[config.mk]
export PLATFORM = sky130hd
export DESIGN_NAME = fetch_stage_q_flat
export DESIGN_NICKNAME = d
export VERILOG_FILES = /design/src/rtl/fetch_pkg.sv /design/src/rtl/fetch_stage_q_if.sv /design/src/rtl/fetch_stage_q_queue.sv /design/src/rtl/fetch_stage_q.sv /design/src/flat_wrapper.sv
export SDC_FILE = /design/constraint.sdc
export NUM_CORES = 1
export LEC_CHECK = 0
export ABC_CLOCK_PERIOD_IN_PS = 13100
export BUFFER_PORTS_ARGS = -buffer_cell sky130_fd_sc_hd__buf_2
export CAP_MARGIN = 20
export CORE_MARGIN = 2
export CORE_UTILIZATION = 55
export CTS_BUF_LIST = sky130_fd_sc_hd__clkbuf_4 sky130_fd_sc_hd__clkbuf_8
export CTS_CLUSTER_DIAMETER = 100
export DETAILED_ROUTE_END_ITERATION = 6
export PLACE_DENSITY = 0.72
export SLEW_MARGIN = 20
export SYNTH_ARGS = -nofsm -noshare
export SYNTH_HDL_FRONTEND = slang
export SYNTH_SLANG_ARGS = --single-unit
[constraint.sdc]
create_clock -name clk -period 13.1 [get_ports clk]
set_clock_uncertainty 0.1 [all_clocks]
set_input_delay 0.655 -clock clk [delete_from_list [all_inputs] [get_ports clk]]
set_output_delay 0.655 -clock clk [all_outputs]
set_load 0.005 [all_outputs]
[src/rtl/fetch_pkg.sv]
// Shared definitions for the instruction-fetch stage: default widths, reset PC,
// sequential step, HALT opcode location and the queue entry layout.
package fetch_pkg;

  localparam int DEF_ADDR_W = 32;
  localparam int DEF_DATA_W = 32;
  localparam int DEF_DEPTH  = 4;
  localparam logic [DEF_ADDR_W-1:0] DEF_RESET_PC = '0;
  localparam int DEF_PC_STEP = 4;

  // Opcode field of an instruction word and the value that stops fetching
  localparam int OPCODE_MSB = 31;
  localparam int OPCODE_LSB = 26;
  localparam logic [OPCODE_MSB-OPCODE_LSB:0] HALT_OPCODE = 6'b111111;

  // One buffered instruction together with the address it was fetched from
  typedef struct packed {
    logic [DEF_DATA_W-1:0] instr;
    logic [DEF_ADDR_W-1:0] pc;
  } fetch_entry_t;

endpackage

[src/rtl/fetch_stage_q_if.sv]
// Bus bundle of the fetch stage: instruction-memory read port, redirect input
// and the decode-side valid/ready channel.
//
// Handshake: id_valid/id_instr/id_pc/id_pc_next are driven by the fetch stage,
// id_ready by decode. A transfer happens on every rising edge where
// id_valid && id_ready. Payload is only meaningful while id_valid is high; it
// keeps its last value otherwise. imem_req has no ready: memory always accepts
// and returns imem_rdata exactly one cycle after the request.
interface fetch_stage_q_if
  import fetch_pkg::*;
#(
  parameter int ADDR_W = DEF_ADDR_W,
  parameter int DATA_W = DEF_DATA_W,
  parameter int DEPTH  = DEF_DEPTH
);

  localparam int CW = $clog2(DEPTH + 1);

  logic              imem_req;
  logic [ADDR_W-1:0] imem_addr;
  logic [DATA_W-1:0] imem_rdata;
  logic              redirect;
  logic [ADDR_W-1:0] redirect_pc;
  logic              id_valid;
  logic [DATA_W-1:0] id_instr;
  logic [ADDR_W-1:0] id_pc;
  logic [ADDR_W-1:0] id_pc_next;
  logic              id_ready;
  logic [CW-1:0]     q_count;
  logic              halted;

  // Fetch stage side
  modport master (
    output imem_req, imem_addr,
    input  imem_rdata,
    input  redirect, redirect_pc,
    output id_valid, id_instr, id_pc, id_pc_next,
    input  id_ready,
    output q_count, halted
  );

  // Environment side (memory, branch unit, decode)
  modport slave (
    input  imem_req, imem_addr,
    output imem_rdata,
    output redirect, redirect_pc,
    input  id_valid, id_instr, id_pc, id_pc_next,
    output id_ready,
    input  q_count, halted
  );

endinterface

[src/rtl/fetch_stage_q_queue.sv]
// fetch_queue: synchronous FIFO of fetch entries. Pointers carry one extra
// wrap bit so full and empty are distinguished without a separate counter.
// Flush empties the queue and has priority over push and pop.
module fetch_queue
  import fetch_pkg::*;
#(
  parameter type entry_t = fetch_entry_t,
  parameter int  DEPTH   = DEF_DEPTH
) (
  input  logic                         clk,
  input  logic                         rst_n,
  input  logic                         flush,
  input  logic                         push,
  input  entry_t                       push_data,
  input  logic                         pop,
  output entry_t                       head,
  output logic [$clog2(DEPTH+1)-1:0]   count,
  output logic                         full,
  output logic                         empty
);

  localparam int AW = $clog2(DEPTH);
  localparam int CW = $clog2(DEPTH + 1);

  entry_t        mem [DEPTH];
  logic [AW:0]   wr_ptr;
  logic [AW:0]   rd_ptr;
  logic          do_push;
  logic          do_pop;

  // Status flags and guarded push/pop
  always_comb begin
    empty   = (wr_ptr == rd_ptr);
    full    = (wr_ptr[AW] != rd_ptr[AW]) && (wr_ptr[AW-1:0] == rd_ptr[AW-1:0]);
    count   = CW'(wr_ptr - rd_ptr);
    do_pop  = pop && !empty;
    do_push = push && (!full || do_pop);
    head    = mem[rd_ptr[AW-1:0]];
  end

  // Pointer update; flush resets both pointers
  always_ff @(posedge clk or negedge rst_n) begin
    if (!rst_n) begin
      wr_ptr <= '0;
      rd_ptr <= '0;
    end else if (flush) begin
      wr_ptr <= '0;
      rd_ptr <= '0;
    end else begin
      if (do_push) wr_ptr <= wr_ptr + (AW+1)'(1);
      if (do_pop)  rd_ptr <= rd_ptr + (AW+1)'(1);
    end
  end

  // Entry storage, written on accepted push
  always_ff @(posedge clk) begin
    if (do_push && !flush) mem[wr_ptr[AW-1:0]] <= push_data;
  end

  a_no_overflow: assert property (@(posedge clk) disable iff (!rst_n)
    !(push && full && !pop && !flush));

endmodule

[src/rtl/fetch_stage_q.sv]
// fetch_stage_q: PC owner and instruction-fetch stage. Issues one read per
// cycle to a 1-cycle-latency instruction memory, buffers returned words in a
// DEPTH-entry queue and presents the head to decode. A redirect flushes the
// queue and the in-flight response and reloads the PC.
// Optional build macro: FETCH_HALT_EN -- a fetched HALT opcode stops fetching
// until reset.
module fetch_stage_q
  import fetch_pkg::*;
#(
  parameter int                ADDR_W   = DEF_ADDR_W,
  parameter int                DATA_W   = DEF_DATA_W,
  parameter int                DEPTH    = DEF_DEPTH,
  parameter logic [ADDR_W-1:0] RESET_PC = ADDR_W'(DEF_RESET_PC),
  parameter int                PC_STEP  = DEF_PC_STEP
) (
  input logic             clk,
  input logic             inicio,
  fetch_stage_q_if.master bus
);

  localparam int CW = $clog2(DEPTH + 1);

  typedef struct packed {
    logic [DATA_W-1:0] instr;
    logic [ADDR_W-1:0] pc;
  } entry_t;

  logic [ADDR_W-1:0] pc;
  logic [ADDR_W-1:0] inflight_pc;
  logic              inflight;
  logic              running;
  logic              halted_q;
  logic              req;
  logic              push;
  logic              pop;
  logic [CW:0]       occ;
  logic [CW-1:0]     q_count;
  logic              q_full;
  logic              q_empty;
  entry_t            q_head;
  entry_t            held;
  entry_t            head_view;
  entry_t            push_data;
  logic [ADDR_W-1:0] target_pc;

  // Request decision: only issue when the queue can take the response
  // without counting on a pop this cycle
  always_comb begin
    occ       = {1'b0, q_count} + (CW+1)'(inflight);
    req       = running && !bus.redirect && !halted_q && (occ < (CW+1)'(DEPTH));
    target_pc = {bus.redirect_pc[ADDR_W-1:2], 2'b00};
  end

  // Queue side controls; a redirect discards the response arriving this edge
  always_comb begin
    push            = inflight && !bus.redirect && !halted_q;
    pop             = bus.id_valid && bus.id_ready;
    push_data.instr = bus.imem_rdata;
    push_data.pc    = inflight_pc;
  end

  // PC, in-flight tracking and start-up flag
  always_ff @(posedge clk or negedge inicio) begin
    if (!inicio) begin
      pc          <= RESET_PC;
      inflight    <= 1'b0;
      inflight_pc <= '0;
      running     <= 1'b0;
    end else begin
      running <= 1'b1;
      if (bus.redirect) begin
        pc       <= target_pc;
        inflight <= 1'b0;
      end else begin
        inflight <= req;
        if (req) begin
          inflight_pc <= pc;
          pc          <= pc + ADDR_W'(PC_STEP);
        end
      end
    end
  end

`ifdef FETCH_HALT_EN
  // Sticky halt: set when a HALT word is pushed, cleared only by reset
  always_ff @(posedge clk or negedge inicio) begin
    if (!inicio) begin
      halted_q <= 1'b0;
    end else if (push && (bus.imem_rdata[OPCODE_MSB:OPCODE_LSB] == HALT_OPCODE)) begin
      halted_q <= 1'b1;
    end
  end
`else
  assign halted_q = 1'b0;
`endif

  fetch_queue #(
    .entry_t (entry_t),
    .DEPTH   (DEPTH)
  ) u_queue (
    .clk       (clk),
    .rst_n     (inicio),
    .flush     (bus.redirect),
    .push      (push),
    .push_data (push_data),
    .pop       (pop),
    .head      (q_head),
    .count     (q_count),
    .full      (q_full),
    .empty     (q_empty)
  );

  // Last presented head, so decode-side payload holds while the queue is empty
  always_ff @(posedge clk or negedge inicio) begin
    if (!inicio) begin
      held <= '0;
    end else if (!q_empty) begin
      held <= q_head;
    end
  end

  // Output drive; id_valid is gated combinationally by redirect
  always_comb begin
    head_view      = q_empty ? held : q_head;
    bus.imem_req   = req;
    bus.imem_addr  = pc;
    bus.id_valid   = !q_empty && !bus.redirect;
    bus.id_instr   = head_view.instr;
    bus.id_pc      = head_view.pc;
    bus.id_pc_next = head_view.pc + ADDR_W'(PC_STEP);
    bus.q_count    = q_count;
    bus.halted     = halted_q;
  end

  a_push_has_room: assert property (@(posedge clk) disable iff (!inicio)
    push |-> (!q_full || pop));

endmodule

[src/flat_wrapper.sv]
// flat-port wrapper written by rule: the top's interface ports become plain ports
module fetch_stage_q_flat import fetch_pkg::*;
#(
  parameter int                ADDR_W   = DEF_ADDR_W,
  parameter int                DATA_W   = DEF_DATA_W,
  parameter int                DEPTH    = DEF_DEPTH,
  parameter logic [ADDR_W-1:0] RESET_PC = ADDR_W'(DEF_RESET_PC),
  parameter int                PC_STEP  = DEF_PC_STEP
)
  (clk, inicio, bus_imem_req, bus_imem_addr, bus_imem_rdata, bus_redirect, bus_redirect_pc, bus_id_valid, bus_id_instr, bus_id_pc, bus_id_pc_next, bus_id_ready, bus_q_count, bus_halted);
  fetch_stage_q_if #(.ADDR_W(ADDR_W), .DATA_W(DATA_W), .DEPTH(DEPTH)) bus_i ();
  input logic clk;
  input logic inicio;
  output wire logic [$bits(bus_i.imem_req)-1:0] bus_imem_req;
  output wire logic [$bits(bus_i.imem_addr)-1:0] bus_imem_addr;
  input wire logic [$bits(bus_i.imem_rdata)-1:0] bus_imem_rdata;
  input wire logic [$bits(bus_i.redirect)-1:0] bus_redirect;
  input wire logic [$bits(bus_i.redirect_pc)-1:0] bus_redirect_pc;
  output wire logic [$bits(bus_i.id_valid)-1:0] bus_id_valid;
  output wire logic [$bits(bus_i.id_instr)-1:0] bus_id_instr;
  output wire logic [$bits(bus_i.id_pc)-1:0] bus_id_pc;
  output wire logic [$bits(bus_i.id_pc_next)-1:0] bus_id_pc_next;
  input wire logic [$bits(bus_i.id_ready)-1:0] bus_id_ready;
  output wire logic [$bits(bus_i.q_count)-1:0] bus_q_count;
  output wire logic [$bits(bus_i.halted)-1:0] bus_halted;
  assign bus_imem_req = bus_i.imem_req;
  assign bus_imem_addr = bus_i.imem_addr;
  assign bus_i.imem_rdata = bus_imem_rdata;
  assign bus_i.redirect = bus_redirect;
  assign bus_i.redirect_pc = bus_redirect_pc;
  assign bus_id_valid = bus_i.id_valid;
  assign bus_id_instr = bus_i.id_instr;
  assign bus_id_pc = bus_i.id_pc;
  assign bus_id_pc_next = bus_i.id_pc_next;
  assign bus_i.id_ready = bus_id_ready;
  assign bus_q_count = bus_i.q_count;
  assign bus_halted = bus_i.halted;
  fetch_stage_q #(.ADDR_W(ADDR_W), .DATA_W(DATA_W), .DEPTH(DEPTH), .RESET_PC(RESET_PC), .PC_STEP(PC_STEP)) u_core (.clk(clk), .inicio(inicio), .bus(bus_i));
endmodule
==> flow_summary.ini <==
[route]
drc = 0
drt_pre_antenna_iters = 5
ant_nets_after_route = 0
dr.max_layer_used = met4
post_drt_wl_per_cell_um = 20.2
dr_wl_met2_um = 17200
wl_um = 35100
vias_per_cell = 5.69
routedLengthMet1_um = 14700
drt_first_iter_violations = 856
met3_length_um = 2380
via_count = 9910

[sta]
achievable-frequency_mhz = 187
final-setup-viol-count = 0
post-route-min-period_ps = 5360
fin_hold_ws_ps = 162
timing.setup.tns_ps = 0
maxSlewViolCount = 0
grt_setup_unrepaired = false
finalHoldViolations = 0
worstMarginPinSlew_ps = 1000
layout_worst_path_cycle_share = 0.409
worst_slew_margin_rel = 0.331

[yosys]
post_synth_most_frequent_cells = 285 x sky130_fd_sc_hd__nand2_1, 248 x sky130_fd_sc_hd__edfxtp_1, 132 x sky130_fd_sc_hd__dfrtp_1, 55 x sky130_fd_sc_hd__mux4_2, 40 x sky130_fd_sc_hd__o21ai_0
yosys.cell_types.count = 64
async_flop_share = 0.347
synth_top_cell_by_area = sky130_fd_sc_hd__edfxtp_1
synthFlopType = sky130_fd_sc_hd__edfxtp_1
ys_warn_count = 0
post_synth_inst_count = 1103
count_of_flip_flops_with_a_built_in_enable_after_synthesis = 248
synth_top_cells_by_area = sky130_fd_sc_hd__edfxtp_1 47%, sky130_fd_sc_hd__dfrtp_1 21%, sky130_fd_sc_hd__mux4_2 7.9%
synth.ff_latch_count = 380
syn-cell-area_um2 = 15800
ys_seq_area_frac = 0.682
synth_top_area_frac = 0.473
synthesis.area_per_instance_um2 = 14.3
yosys.cell_count.top_type = sky130_fd_sc_hd__nand2_1

[global_route]
grt_pass1_wl_um = 55000
grt_pass1_vias = 9894
grtUsageTotal = 0.235
grt_overflow_total = 0
grt_start_max_net_pins = 72
antenna_violations_before_repair = 0

[floorplanning]
fp-row-count = 61
dieArea_um2 = 30000
dieWidth_um = 173
floorplan.io_pins = 202
coreArea_um2 = 28000
floorplan.initialDensity = 0.563
die_h_um = 173

[power_and_ir_drop]
internal-power_mw = 2.48
peakVddDrop_mv = 0.129
clock_power_share = 0.286
switching_power_mw = 1.16
pwr-share-seq = 0.446
p_sw_frac = 0.318
cellPowerDensity_nw_per_um2 = 199
total_leakage_power_nw = 7.39
combPwrFrac = 0.268

[place]
routabilityCongestion = 0.909
post-dp-hpwl_um = 22100
placement.io_buffers = 196
placement.cell_area_um2 = 17000

[cells_and_area]
nFillCells = 2035
design_area_um2 = 18300
multi_input_comb_area_um2 = 4610
drive_gt1_frac = 0.285
regArea_um2 = 10800
n_diodes = 0
design.final.nets = 1391
syn_to_final_growth_pct = 16.1

[critical_path]
timing.critical_path.to_type = output port
critical_path_buf_inv_count = 2
worst_path_max_delay_cell = sky130_fd_sc_hd__dfrtp_4
critPathMaxFanout = 47
critPathLaunchType = flip-flop
cp_slowest_stage_delay_ps = 850
setup.reg_to_reg.worst_slack_ps = 8540
worst_path_dominant_cell_family = simple AND/OR/NAND/NOR gates
cp.arrival_ps = 4600
timing.setup.critical_path_class = flip-flop to output port
worst-endpoint-required_ps = 12350
path_cells = ha_1, and2_1, nand2_2, buf_4, mux2i_1, o211ai_2, nor4_1, xor2_1, buf_2

[outcome]
status = finished clean

[flow_run]
cap_violations = 0

[clocking]
ctsHtreeMaxLevel = 2
clkSinkCount = 380
cts.reportedPaths.clkPinSlew_ps = 60
cts_post_setup_buffers_inserted = 0
cts-buffers-inserted = 59
cts-root-to-sink-buffers = 3
clockRootBuffer = sky130_fd_sc_hd__clkbuf_8
cts_tree = yes
clk-insertion-delay-late_ps = 610

[worst_hold_path]
hold_path_class = input pin to flip-flop
## per-stage QoR
step	total power, mW	setup slack (ps)	std cells	util
after global placement	2.59	8430	1629	0.607
after global routing	3.83	7430	1741	0.653
after floorplan	2.19	8370	1105	-
after detailed placement	2.62	8410	1629	0.607
after CTS	3.67	7730	1741	0.653
final	3.64	7740	1741	0.653
## power groups by stage
stage | logic (mW) | registers [mW] | clock network, mW
5_1_grt | 1.07 | 1.64 | 1.12
6_report | 0.975 | 1.62 | 1.04
4_1_cts | 0.983 | 1.62 | 1.06
3_3_place_gp | 0.959 | 1.63 | 0
2_1_floorplan | 0.608 | 1.58 | 0
3_5_place_dp | 0.978 | 1.64 | 0
## final cells by class
type / count / share of cell area
clock buffer: 85 / 0.0581
clock inverter: 26 / 0.0119
inverter: 22 / 0.00458
multi-input combinational: 640 / 0.252
sequential: 380 / 0.588
tap: 378 / 0.0258
timing repair buffer: 210 / 0.0598
## worst paths after layout
kind,end,depth (start not counted),startpoint
min in group asynchronous,u_core.held[42]$_DFF_PN0_,2,inicio
setup reg to reg,u_core.u_queue.mem[0][7]$_DFFE_PP_,6,u_core.u_queue.rd_ptr[0]$_DFFE_PN0P_
hold reg to reg,u_core.held[47]$_DFF_PN0_,2,u_core.held[47]$_DFF_PN0_
setup / recovery,bus_id_pc_next[30],9,u_core.u_queue.rd_ptr[0]$_DFFE_PN0P_
hold / removal,u_core.bus.imem_addr[4]$_DFFE_PN0P_,3,bus_redirect_pc[4]
max in group asynchronous,u_core.inflight_pc[14]$_DFFE_PN0P_,3,inicio
## kinds of logic (layout without fill, tap and decap cells)
group,after synthesis,after routing,synth area share
multiplexers,77,77,0.100
AND/OR/NAND/NOR,414,414,0.117
buffers and inverters,85,343,0.0264
other,2,4,0.000477
adder cells (fa/ha/maj),10,10,0.00842
flip-flops,380,380,0.682
AO/OA/AOI/OAI,103,103,0.0454
XOR/XNOR,32,32,0.0197
## worst min-delay path, cell delays in order
cell and delay (ps):
sky130_fd_sc_hd__buf_2 80, sky130_fd_sc_hd__a32oi_1 40, sky130_fd_sc_hd__nand2_1 50
## cell usage in the layout (no fill, tap or decap), types with 8 or more instances in the layout
| cell type | n |
|---|---|
| sky130_fd_sc_hd__mux4_2 | 55 |
| sky130_fd_sc_hd__clkbuf_8 | 68 |
| sky130_fd_sc_hd__nand3_1 | 28 |
| sky130_fd_sc_hd__nor3_1 | 8 |
| sky130_fd_sc_hd__o21ai_0 | 40 |
| sky130_fd_sc_hd__dfrtp_1 | 130 |
| sky130_fd_sc_hd__nand4_1 | 13 |
| sky130_fd_sc_hd__and3_1 | 17 |
| sky130_fd_sc_hd__xnor2_1 | 17 |
| sky130_fd_sc_hd__a31oi_1 | 8 |
| sky130_fd_sc_hd__clkinv_1 | 15 |
| sky130_fd_sc_hd__clkbuf_4 | 17 |
| sky130_fd_sc_hd__mux2i_1 | 10 |
| sky130_fd_sc_hd__a21oi_1 | 9 |
| sky130_fd_sc_hd__nand2_1 | 285 |
| sky130_fd_sc_hd__o311ai_0 | 8 |
| sky130_fd_sc_hd__buf_4 | 13 |
| sky130_fd_sc_hd__edfxtp_1 | 248 |
| sky130_fd_sc_hd__nor2_1 | 20 |
| sky130_fd_sc_hd__ha_1 | 9 |
| sky130_fd_sc_hd__inv_1 | 21 |
| sky130_fd_sc_hd__buf_2 | 195 |
| sky130_fd_sc_hd__xor2_1 | 12 |
## flip-flops by register name (all words and copies together), names as in the netlist
register and count:
u_core.held 64, u_core.u_queue.mem 248, u_core.bus.imem_addr 30, u_core.u_queue.rd_ptr 3, u_core.running 1, u_core.inflight_pc 30
u_core.u_queue.wr_ptr 3, u_core.inflight 1
## repair_timing
item	CTS	global route
hold endpoints to repair	61	0
resized for setup	0	0
hold buffers	1	0
## per-layer routing
layer | GRT usage | vias up
li1 | - | 4500
met5 | 0 | -
met3 | 0.0463 | 66
met4 | 0.0717 | 0
met1 | 0.324 | 4896
met2 | 0.383 | 448
No activity file was read; power rests on OpenSTA's default activity.
